File: src/rtl/regfile_dumper.sv
// Walks a register address range through one regfile read port and streams
// each captured word as an address/data beat over a valid/ready handshake.
module regfile_dumper #(
  parameter int NUM_REGS = 32,
  parameter int ADDR_W   = 5,
  parameter int DATA_W   = 32
) (
  input  logic              Clock,
  input  logic              Reset,
  input  logic              Start,
  input  logic [ADDR_W-1:0] FirstAddr,
  input  logic [ADDR_W-1:0] LastAddr,
  input  logic              Abort,
  output logic [ADDR_W-1:0] RdAddr,
  input  logic [DATA_W-1:0] RdData,
  output logic              OutValid,
  input  logic              OutReady,
  output logic [ADDR_W-1:0] OutAddr,
  output logic [DATA_W-1:0] OutData,
  output logic              Busy,
  output logic              Done
);

  // Handshake: a beat transfers on a rising edge where OutValid && OutReady;
  // while OutValid is high, OutAddr/OutData stay frozen until that transfer.

  localparam logic [1:0] ST_IDLE = 2'd0;
  localparam logic [1:0] ST_READ = 2'd1;
  localparam logic [1:0] ST_SEND = 2'd2;
  localparam logic [1:0] ST_FIN  = 2'd3;

  localparam logic [ADDR_W-1:0] TOP_ADDR = ADDR_W'(NUM_REGS - 1);
  localparam logic [ADDR_W-1:0] ONE      = ADDR_W'(1);

  logic [1:0]        state_q, state_d;
  logic [ADDR_W-1:0] ptr_q, ptr_d;
  logic [ADDR_W-1:0] last_q, last_d;
  logic              out_valid_q, out_valid_d;
  logic [ADDR_W-1:0] out_addr_q, out_addr_d;
  logic [DATA_W-1:0] out_data_q, out_data_d;
  logic              at_end;

  // The top-address guard keeps ptr from wrapping even if last were misprogrammed.
  assign at_end = (ptr_q == last_q) || (ptr_q == TOP_ADDR);

  always_comb begin
    state_d     = state_q;
    ptr_d       = ptr_q;
    last_d      = last_q;
    out_valid_d = out_valid_q;
    out_addr_d  = out_addr_q;
    out_data_d  = out_data_q;
    case (state_q)
      ST_IDLE: begin
        if (Start) begin
          if (FirstAddr <= LastAddr) begin
            ptr_d   = FirstAddr;
            last_d  = LastAddr;
            state_d = ST_READ;
          end else begin
            state_d = ST_FIN;
          end
        end
      end
      ST_READ: begin
        if (Abort) begin
          state_d = ST_IDLE;
        end else begin
          out_data_d  = RdData;
          out_addr_d  = ptr_q;
          out_valid_d = 1'b1;
          state_d     = ST_SEND;
        end
      end
      ST_SEND: begin
        if (Abort) begin
          out_valid_d = 1'b0;
          state_d     = ST_IDLE;
        end else if (OutReady) begin
          out_valid_d = 1'b0;
          if (at_end) begin
            state_d = ST_FIN;
          end else begin
            ptr_d   = ptr_q + ONE;
            state_d = ST_READ;
          end
        end
      end
      default: begin
        state_d = ST_IDLE;
      end
    endcase
  end

  always_ff @(posedge Clock or posedge Reset) begin
    if (Reset) begin
      state_q     <= ST_IDLE;
      ptr_q       <= '0;
      last_q      <= '0;
      out_valid_q <= 1'b0;
      out_addr_q  <= '0;
      out_data_q  <= '0;
    end else begin
      state_q     <= state_d;
      ptr_q       <= ptr_d;
      last_q      <= last_d;
      out_valid_q <= out_valid_d;
      out_addr_q  <= out_addr_d;
      out_data_q  <= out_data_d;
    end
  end

  assign RdAddr   = (state_q != ST_IDLE) ? ptr_q : '0;
  assign OutValid = out_valid_q;
  assign OutAddr  = out_addr_q;
  assign OutData  = out_data_q;
  assign Busy     = (state_q != ST_IDLE);
  assign Done     = (state_q == ST_FIN);

endmodule
File: config.mk
export PLATFORM = sky130hd
export DESIGN_NAME = regfile_dumper
export DESIGN_NICKNAME = d
export VERILOG_FILES = /design/src/rtl/regfile_dumper.sv
export SDC_FILE = /design/constraint.sdc
export NUM_CORES = 1
export LEC_CHECK = 0
export ABC_CLOCK_PERIOD_IN_PS = 3500
export CAP_MARGIN = 20
export CORE_MARGIN = 2
export CORE_UTILIZATION = 40
export DETAILED_ROUTE_END_ITERATION = 10
export GPL_ROUTABILITY_DRIVEN = 0
export HOLD_SLACK_MARGIN = 0.15
export PLACE_DENSITY = 0.74
export SYNTH_ARGS = -nofsm -noshare
export SYNTH_HDL_FRONTEND = slang
export SYNTH_SLANG_ARGS = --single-unit
File: constraint.sdc
create_clock -name Clock -period 3.5 [get_ports Clock]
set_input_delay 0.7 -clock Clock [delete_from_list [all_inputs] [get_ports Clock]]
set_output_delay 0.7 -clock Clock [all_outputs]
set_load 0.05 [all_outputs]
# Word-level counts from Yosys, hierarchy flattened
# Index checks and enable logic that the tools add are counted.
[op_classes]
add_sub_neg = 1
magnitude_cmp = 1
eq_ne = 12
n_mux = 18
n_bitwise = 1
reduce_logical = 10
[op_table]
columns = ["operator", "n"]
rows = [
  ["5-bit two-way mux", 6],
  ["2-bit two-way mux", 6],
  ["2-bit inequality test (second input constant)", 6],
  ["5-bit case mux with 2 select lines", 1],
  ["2-bit case mux with 3 select lines", 1],
  ["3-bit AND reduction", 2],
  ["6-bit AND reduction", 1],
  ["2-bit nonzero test", 3],
  ["5-bit by 1-bit adder with 5-bit output (second input constant)", 1],
  ["5-bit == test", 1],
  ["5-bit == test (second input constant)", 1],
  ["5-bit less-or-equal comparator", 1],
  ["2-bit == test (second input constant)", 2],
  ["2-bit AND reduction", 2],
  ["1-bit two-way mux", 3],
  ["3-bit inequality test (second input constant)", 1],
  ["2-bit by 1-bit == test with 1-bit output (second input constant)", 1],
  ["2-bit logical NOT", 1],
  ["1-bit case mux with 2 select lines", 1],
  ["1-bit logical OR", 1],
  ["1-bit inverter", 1],
]
[word_totals]
regBits = 50
input_bits = 47
output_inout_bits = 45
wordCells = 49

# Depth between registers and ports, before layout
# Gate-level depths: netlist of run 1.
[depth]
depth_word = 6
depth_mapped = 7
ltp_nobuf = 7

# Least setup slack after synthesis of run 1
# No wires, ideal clock.
[synth_timing]
path_type = "reg2out"
startpoint = "register state_q[0]"
endpoint = "output port RdAddr[0]"
t_arrival_ns = 1.395
required_time_ns = 2.800
setup_slack_ns = 1.405
stages_incl_launch_ff = 4
n_path_buf = 1
path_cell_list = "dfrtp_1 nor2_1 buf_4 nor2b_1"
[synth_via]
elab_chain_len = 2
[synth_rtl]
columns = ["item", "line_no", "source"]
rows = [
  ["start: declaration", "35", "logic [1:0] state_q, state_d;"],
  ["start signal: assignment", "104", "state_q <= state_d;"],
  ["2-bit nonzero test", "113", "assign RdAddr = (state_q != ST_IDLE) ? ptr_q : '0;"],
  ["5-bit two-way mux", "113", ""],
  ["end: declaration", "14", "output logic [ADDR_W-1:0] RdAddr,"],
]
# No other way between the ends.

# Worst setup path in the final report of run 1
[layout_timing]
startpoint = "register state_q[0]"
endpoint = "output port RdAddr[1]"
# Same word-level chain as after synthesis.

==> results.toml, run 1 <==
[place]
detailed_place_hpwl_um = 3740
numPlacedInstances = 341
port_buffers = 91

[timing]
achievable-frequency_ghz = 0.368
final.setup_skew_ns = 0.00798
timing_max_transition_violations_final = 0
max_slew.worst_pin.slew_ns = 0.524
slew-limit-headroom = 0.650
hold_viol_final = 0
setup-tns-final_ns = 0
final-setup-viol-count = 0
final_worst_hold_slack_ns = 0.512
fin_crit_ns = 2.72
final.period_utilization = 0.776
rsz0062_at_grt = "false"

[setup_path]
cpMaxStageDelayCell = "sky130_fd_sc_hd__clkdlybuf4s50_1"
critical_path.startpoint_type = "register"
worst_path_largest_cell_delay_ns = 0.72
worstPathCellList = "nor2_1, nor2b_1, clkdlybuf4s50_1"
timing.critical_path.arrival_ns = 2.02
reg2reg_depth = 5
timing_worst_setup_path_type = "register to output pin"
worst-path-stages = 3
cp_max_fo = 8
critPathTopFamily = "buffers and inverters"
cp.buffers_inverters = 1
worst-endpoint-required_ns = 2.80
setup.worst_path.start = "state_q[0]$_DFFE_PP0P_"
critPathCaptureType = "output pin"
worstReg2RegStart = "state_q[0]$_DFFE_PP0P_"

[floorplanning]
core_sq_mm = 0.00585
die-height_um = 81.1
dieWidth_um = 81.1
num_rows = 28
boundaryPins = 92
initial_core_util = 0.407
die_area_sq_mm = 0.00658

[clocking]
cts_max_level = 2
clock_latency_ns = 0.30
clock-sinks = 50
clk_buf_depth = 2
cts_made_buffers = 5
cts_root_buf = "sky130_fd_sc_hd__clkbuf_8"
cts_resized = 0
post-cts-setup-buffers = 0
tritoncts_clock_tree = "yes"
ctsHoldBuffers = 0
cts.reportedPaths.clkPinSlew_ns = 0.09

[synthesis]
synth_sequential_area_ratio = 0.526
synth-warning-count = 0
synth_async_sr_flop_share = 1.00
synthCells = 179
yosys-top-cells-area = "sky130_fd_sc_hd__dfrtp_1, sky130_fd_sc_hd__mux2_2, sky130_fd_sc_hd__ha_1"
avgSynthCellArea_sq_um = 13.3
synth_enable_flop_cells = 0
synth_most_common_cell = "sky130_fd_sc_hd__dfrtp_1"
ys_ff_latch = 50
netlist.area_leader.share = 0.526
synth_common_cells = "sky130_fd_sc_hd__dfrtp_1, sky130_fd_sc_hd__mux2_2, sky130_fd_sc_hd__inv_1"
yosys_most_used_dff = "sky130_fd_sc_hd__dfrtp_1"
post-synth-top-area-cell = "sky130_fd_sc_hd__dfrtp_1"
syn-cell-area_sq_mm = 0.00238
distinct_cell_type_count_of_the_synthesized_netlist = 40
synth.net_count = 233

[finish]
final_layout_fill_cell_count = 492
finish.cell_count_without_fillers = 349
num_antenna_cells = 0
area.growth.synth_to_final_pct = 45.1
seqCellArea_sq_mm = 0.00125
multi_input_comb_area_sq_mm = 0.00104
layout-drive-gt1-share = 0.241
finish.net_count = 328

[drt]
detail-route-antenna-nets = 0
drc_errors = 0
number_of_violations_reported_at_the_end_of_detailed_routing_iteration_0 = 49
wirelength_um = 5010
detailroute.via_count = 1695
drtPass1Iterations = 4
via_per_inst = 4.86
wire_per_inst_um = 14.3

[power]
internal-power_uw = 1910
vdd_ir_drop_max_mv = 0.491
p_sw_frac = 0.484
seq_power_share = 0.289
p_leak_uw = 0.00142
power.density_mw_per_mm2 = 1070
share_clk_of_total_power = 0.087
netSwitchingPower_uw = 1790
power.share.combinational = 0.624

[global_routing]
antenna_found_initial = 0
overflow = 0
grt.total_usage = 0.159
grt_pass1_vias = 1689
grt_pass1_wl_um = 7990
grt_start_max_net_pins = 51

[hold_path]
min-delay-start = "last_q[4]$_DFFE_PP0P_"
worst_hold_path.num_cells = 1
holdCritPathClass = "register to register"

[outcome]
status = "completed"

[flow_run]
drv_cap = 0
flip-flops by register name (all words and copies together) (netlist names):
register / cells
ptr_q: 5
OutAddr: 5
last_q: 5
OutValid: 1
state_q: 2
OutData: 32
stage by stage:
stage	worst slack (ns)	total power, uW	instance area (sq um)	utilization
6_report	0.785	3700	3450	0.590
5_1_grt	0.647	3910	3450	0.590
4_1_cts	0.762	3730	3430	0.587
3_5_place_dp	0.804	3400	3350	0.573
3_3_place_gp	0.854	3370	3350	0.573
2_1_floorplan	1.40	2690	2380	-
cells by family (layout without fill, tap and decap cells):
group | count (synthesis) | after routing | share of synthesized area
DFF | 50 | 50 | 0.526
muxes | 42 | 42 | 0.199
and+or+nand+nor | 31 | 31 | 0.0752
AOI/OAI and AO/OA | 27 | 27 | 0.104
buffers and inverters | 17 | 112 | 0.0410
adders and majority gates | 7 | 7 | 0.0368
xor gates and xnor gates | 5 | 5 | 0.0184
layout make-up:
class                   count  area share
repair buffers             95       0.276
clock buffers               6      0.0210
inverters                  10      0.0109
clock inverters             1     0.00217
well taps                  75      0.0272
flip-flops and latches     50       0.362
multi-input cells         112       0.300
worst register-to-register path: cells and delay by family (launching register included):
family	cells	cell delay, ns
AOI/OAI and AO/OA	1	0.22
buffers and inverters	1	0.26
DFF	1	0.46
muxes	1	0.36
and+or+nand+nor	2	0.54
worst paths after layout:
path | endpoint | slack (ns)
setup reg to reg | last_q[3]$_DFFE_PP0P_ | 1.57
max in group asynchronous | OutData[3]$_DFFE_PP0P_ | 2.42
setup / recovery | RdAddr[1] | 0.78
hold reg to reg | last_q[4]$_DFFE_PP0P_ | 0.51
hold / removal | last_q[4]$_DFFE_PP0P_ | 0.51
min in group asynchronous | OutData[17]$_DFFE_PP0P_ | 0.61
metal layers:
layer	up-vias	part of all wire	GRT usage
li1	823	-	-
met1	815	0.44	0.198
met2	52	0.48	0.261
met3	5	0.064	0.0489
met4	0	0.014	0.0593
met5	-	0	0
layout by cell type (no fill, tap or decap), types with 2 or more instances in the layout:
cell type,instances
sky130_fd_sc_hd__inv_1,9
sky130_fd_sc_hd__o21ai_0,2
sky130_fd_sc_hd__nor3_1,2
sky130_fd_sc_hd__o22a_1,3
sky130_fd_sc_hd__clkdlybuf4s50_1,91
sky130_fd_sc_hd__dfrtp_1,50
sky130_fd_sc_hd__nor2_1,8
sky130_fd_sc_hd__clkbuf_8,5
sky130_fd_sc_hd__a21o_1,2
sky130_fd_sc_hd__nor2b_1,5
sky130_fd_sc_hd__a21oi_1,6
sky130_fd_sc_hd__and3_1,2
sky130_fd_sc_hd__mux2_2,41
sky130_fd_sc_hd__ha_1,7
sky130_fd_sc_hd__nand2_1,5
sky130_fd_sc_hd__xor2_1,5
sky130_fd_sc_hd__buf_4,3
power groups by stage:
stage / Combinational (uW) / Clock, uW / Sequential (uW)
5_1_grt: 2430 / 361 / 1110
3_3_place_gp: 2290 / 0 / 1070
4_1_cts: 2320 / 335 / 1070
6_report: 2310 / 320 / 1070
3_5_place_dp: 2320 / 0 / 1080
2_1_floorplan: 854 / 0 / 1830
No activity file was read; power rests on OpenSTA's default activity.
==> inputs of run 2 (changes only) <==
==> config.mk (replaced) <==
export PLATFORM = sky130hd
export DESIGN_NAME = regfile_dumper
export DESIGN_NICKNAME = d
export VERILOG_FILES = /design/src/rtl/regfile_dumper.sv
export SDC_FILE = /design/constraint.sdc
export NUM_CORES = 1
export LEC_CHECK = 0
export ABC_CLOCK_PERIOD_IN_PS = 2400
export CAP_MARGIN = 20
export CORE_MARGIN = 2
export CORE_UTILIZATION = 39
export DETAILED_ROUTE_END_ITERATION = 10
export GPL_ROUTABILITY_DRIVEN = 0
export HOLD_SLACK_MARGIN = 0.15
export PLACE_DENSITY = 0.75
export SYNTH_ARGS = -nofsm -noshare
export SYNTH_HDL_FRONTEND = slang
export SYNTH_SLANG_ARGS = --single-unit
==> constraint.sdc (replaced) <==
create_clock -name Clock -period 2.4 [get_ports Clock]
set_input_delay 0.48 -clock Clock [delete_from_list [all_inputs] [get_ports Clock]]
set_output_delay 0.48 -clock Clock [all_outputs]
set_load 0.05 [all_outputs]
==> run 2 against run 1 <==
Cell area grew 0.87%. Cell count up 0.57%. Via count increased by 2.2%. Clock skew down 0.0023 ns. Sequential share of layout area down 0.31 points. Worst setup slack got worse by 0.59 ns. Critical endpoint is now Done. Largest cell class unchanged. Largest power group unchanged.
==> results.toml, run 2 (synthesis gave the netlist of run 1 again) <==
[outcome]
status = "completed"

[hold_path]
holdCritPathClass = "input port to asynchronous set/reset pin"

[global_routing]
antenna_found_initial = 0
overflow = 0
grt_pass1_wl_um = 7970
grt_pass1_vias = 1734
grt.total_usage = 0.156
grt_start_max_net_pins = 38

[floorplanning]
die-height_um = 82.1
core_sq_mm = 0.00592
initial_core_util = 0.402
boundaryPins = 92
die_area_sq_mm = 0.00674
num_rows = 28
dieWidth_um = 82.1

[power]
p_leak_uw = 0.00145
internal-power_uw = 2850
seq_power_share = 0.282
p_sw_frac = 0.481
vdd_ir_drop_max_mv = 0.887
power.share.combinational = 0.618
netSwitchingPower_uw = 2640
share_clk_of_total_power = 0.100
power.density_mw_per_mm2 = 1580

[setup_path]
timing.critical_path.arrival_ns = 1.73
worst_path_largest_cell_delay_ns = 0.79
ff2ff_setup_slack_ns = 0.57
r2r_end = "ptr_q[0]$_DFFE_PP0P_"
worstReg2RegStart = "ptr_q[0]$_DFFE_PP0P_"
cp_max_fo = 7
critical_path.startpoint_type = "register"
cpMaxStageDelayCell = "sky130_fd_sc_hd__clkdlybuf4s50_1"
worstPathCellList = "and2_2, clkdlybuf4s50_1"
timing_worst_setup_path_type = "register to output pin"
reg2reg_depth = 6
critPathTopFamily = "buffers and inverters"
cp.buffers_inverters = 1
setup.worst_path.start = "state_q[1]$_DFFE_PP0P_"
worst-endpoint-required_ns = 1.92
critPathCaptureType = "output pin"

[drt]
detailroute.via_count = 1732
routed.top_layer = "met4"
met1_length_um = 2080
number_of_violations_reported_at_the_end_of_detailed_routing_iteration_0 = 91
detail-route-antenna-nets = 0
drtPass1Iterations = 4
via_per_inst = 4.93
detailroute.wirelength.met2_um = 2540
met3_length_um = 385
wire_per_inst_um = 14.4
wirelength_um = 5060
drc_errors = 0

[finish]
layout.cells.most_common = "sky130_fd_sc_hd__clkdlybuf4s50_1"
finish.net_count = 329
num_antenna_cells = 0
largest_register_ffs = 32
finish.cell_count_without_fillers = 351
stdcell_area_sq_mm = 0.00348
final_layout_fill_cell_count = 493
area.growth.synth_to_final_pct = 46.3
layout.cells.most_common_list = "sky130_fd_sc_hd__clkdlybuf4s50_1, sky130_fd_sc_hd__dfrtp_1, sky130_fd_sc_hd__mux2_2, sky130_fd_sc_hd__inv_1, sky130_fd_sc_hd__buf_4"
layout-drive-gt1-share = 0.272

[clocking]
ctsHoldBuffers = 0
cts_made_buffers = 5
cts_root_buf = "sky130_fd_sc_hd__clkbuf_8"
clock_latency_ns = 0.30
cts_resized = 0
tritoncts_clock_tree = "yes"
post-cts-setup-buffers = 0
clk_buf_depth = 2
cts.reportedPaths.clkPinSlew_ns = 0.09
clock-sinks = 50
cts_max_level = 2

[flow_run]
drv_cap = 0

[timing]
final.setup_skew_ns = 0.00563
achievable-frequency_ghz = 0.453
final.period_utilization = 0.921
hold_viol_final = 0
timing_max_transition_violations_final = 0
max_slew.worst_pin.slew_ns = 0.524
fin_crit_ns = 2.21
slew-limit-headroom = 0.649
final-setup-viol-count = 0
rsz0062_at_grt = "false"

[place]
detailed_place_hpwl_um = 3790
placedInstanceArea_sq_mm = 0.00338
numPlacedInstances = 343
port_buffers = 91
run 2: area by class of cell:
class / instances / area [sq um] / area share
clock buffer: 7 / 96.3 / 0.0277
multi-input combinational: 112 / 1040 / 0.298
sequential: 50 / 1250 / 0.359
inverter: 10 / 37.5 / 0.0108
clock inverter: 1 / 8.76 / 0.00252
timing repair buffer: 96 / 958 / 0.275
tap: 75 / 93.8 / 0.0269
run 2: layer usage:
metal / track usage / vias up
met5: 0 / -
met4: 0.0450 / 0
met3: 0.0511 / 6
met2: 0.256 / 57
met1: 0.197 / 840
li1: - / 829
run 2: worst max-delay path by stage:
stage          cells after the start  slack [ns]                    end
2_1_floorplan                      3        0.52              RdAddr[0]
3_3_place_gp                       7      -0.005  last_q[0]$_DFFE_PP0P_
3_5_place_dp                       7       -0.06  last_q[3]$_DFFE_PP0P_
4_1_cts                            2        0.17                   Done
5_1_grt                            2        0.12                   Done
6_report                           2        0.19                   Done
run 2: metrics by stage:
stage / util / setup TNS [ns] / total power, uW / worst slack, ns / hold slack [ns]
final: 0.588 / 0 / 5490 / 0.190 / 0.511
after global routing: 0.588 / 0 / 5810 / 0.120 / 0.525
after CTS: 0.588 / 0 / 5550 / 0.174 / 0.516
after detailed placement: 0.570 / -0.330 / 4990 / -0.0615 / 0.494
after global placement: 0.570 / -0.0189 / 4940 / -0.00524 / 0.487
after floorplan: - / 0 / 3920 / 0.525 / 0.478
run 2: power by group through the flow:
stage / clock [uW] / sequential [uW] / combinational (uW)
6_report: 547 / 1550 / 3390
5_1_grt: 595 / 1620 / 3600
4_1_cts: 570 / 1550 / 3430
3_5_place_dp: 0 / 1570 / 3420
3_3_place_gp: 0 / 1560 / 3380
2_1_floorplan: 0 / 2670 / 1250
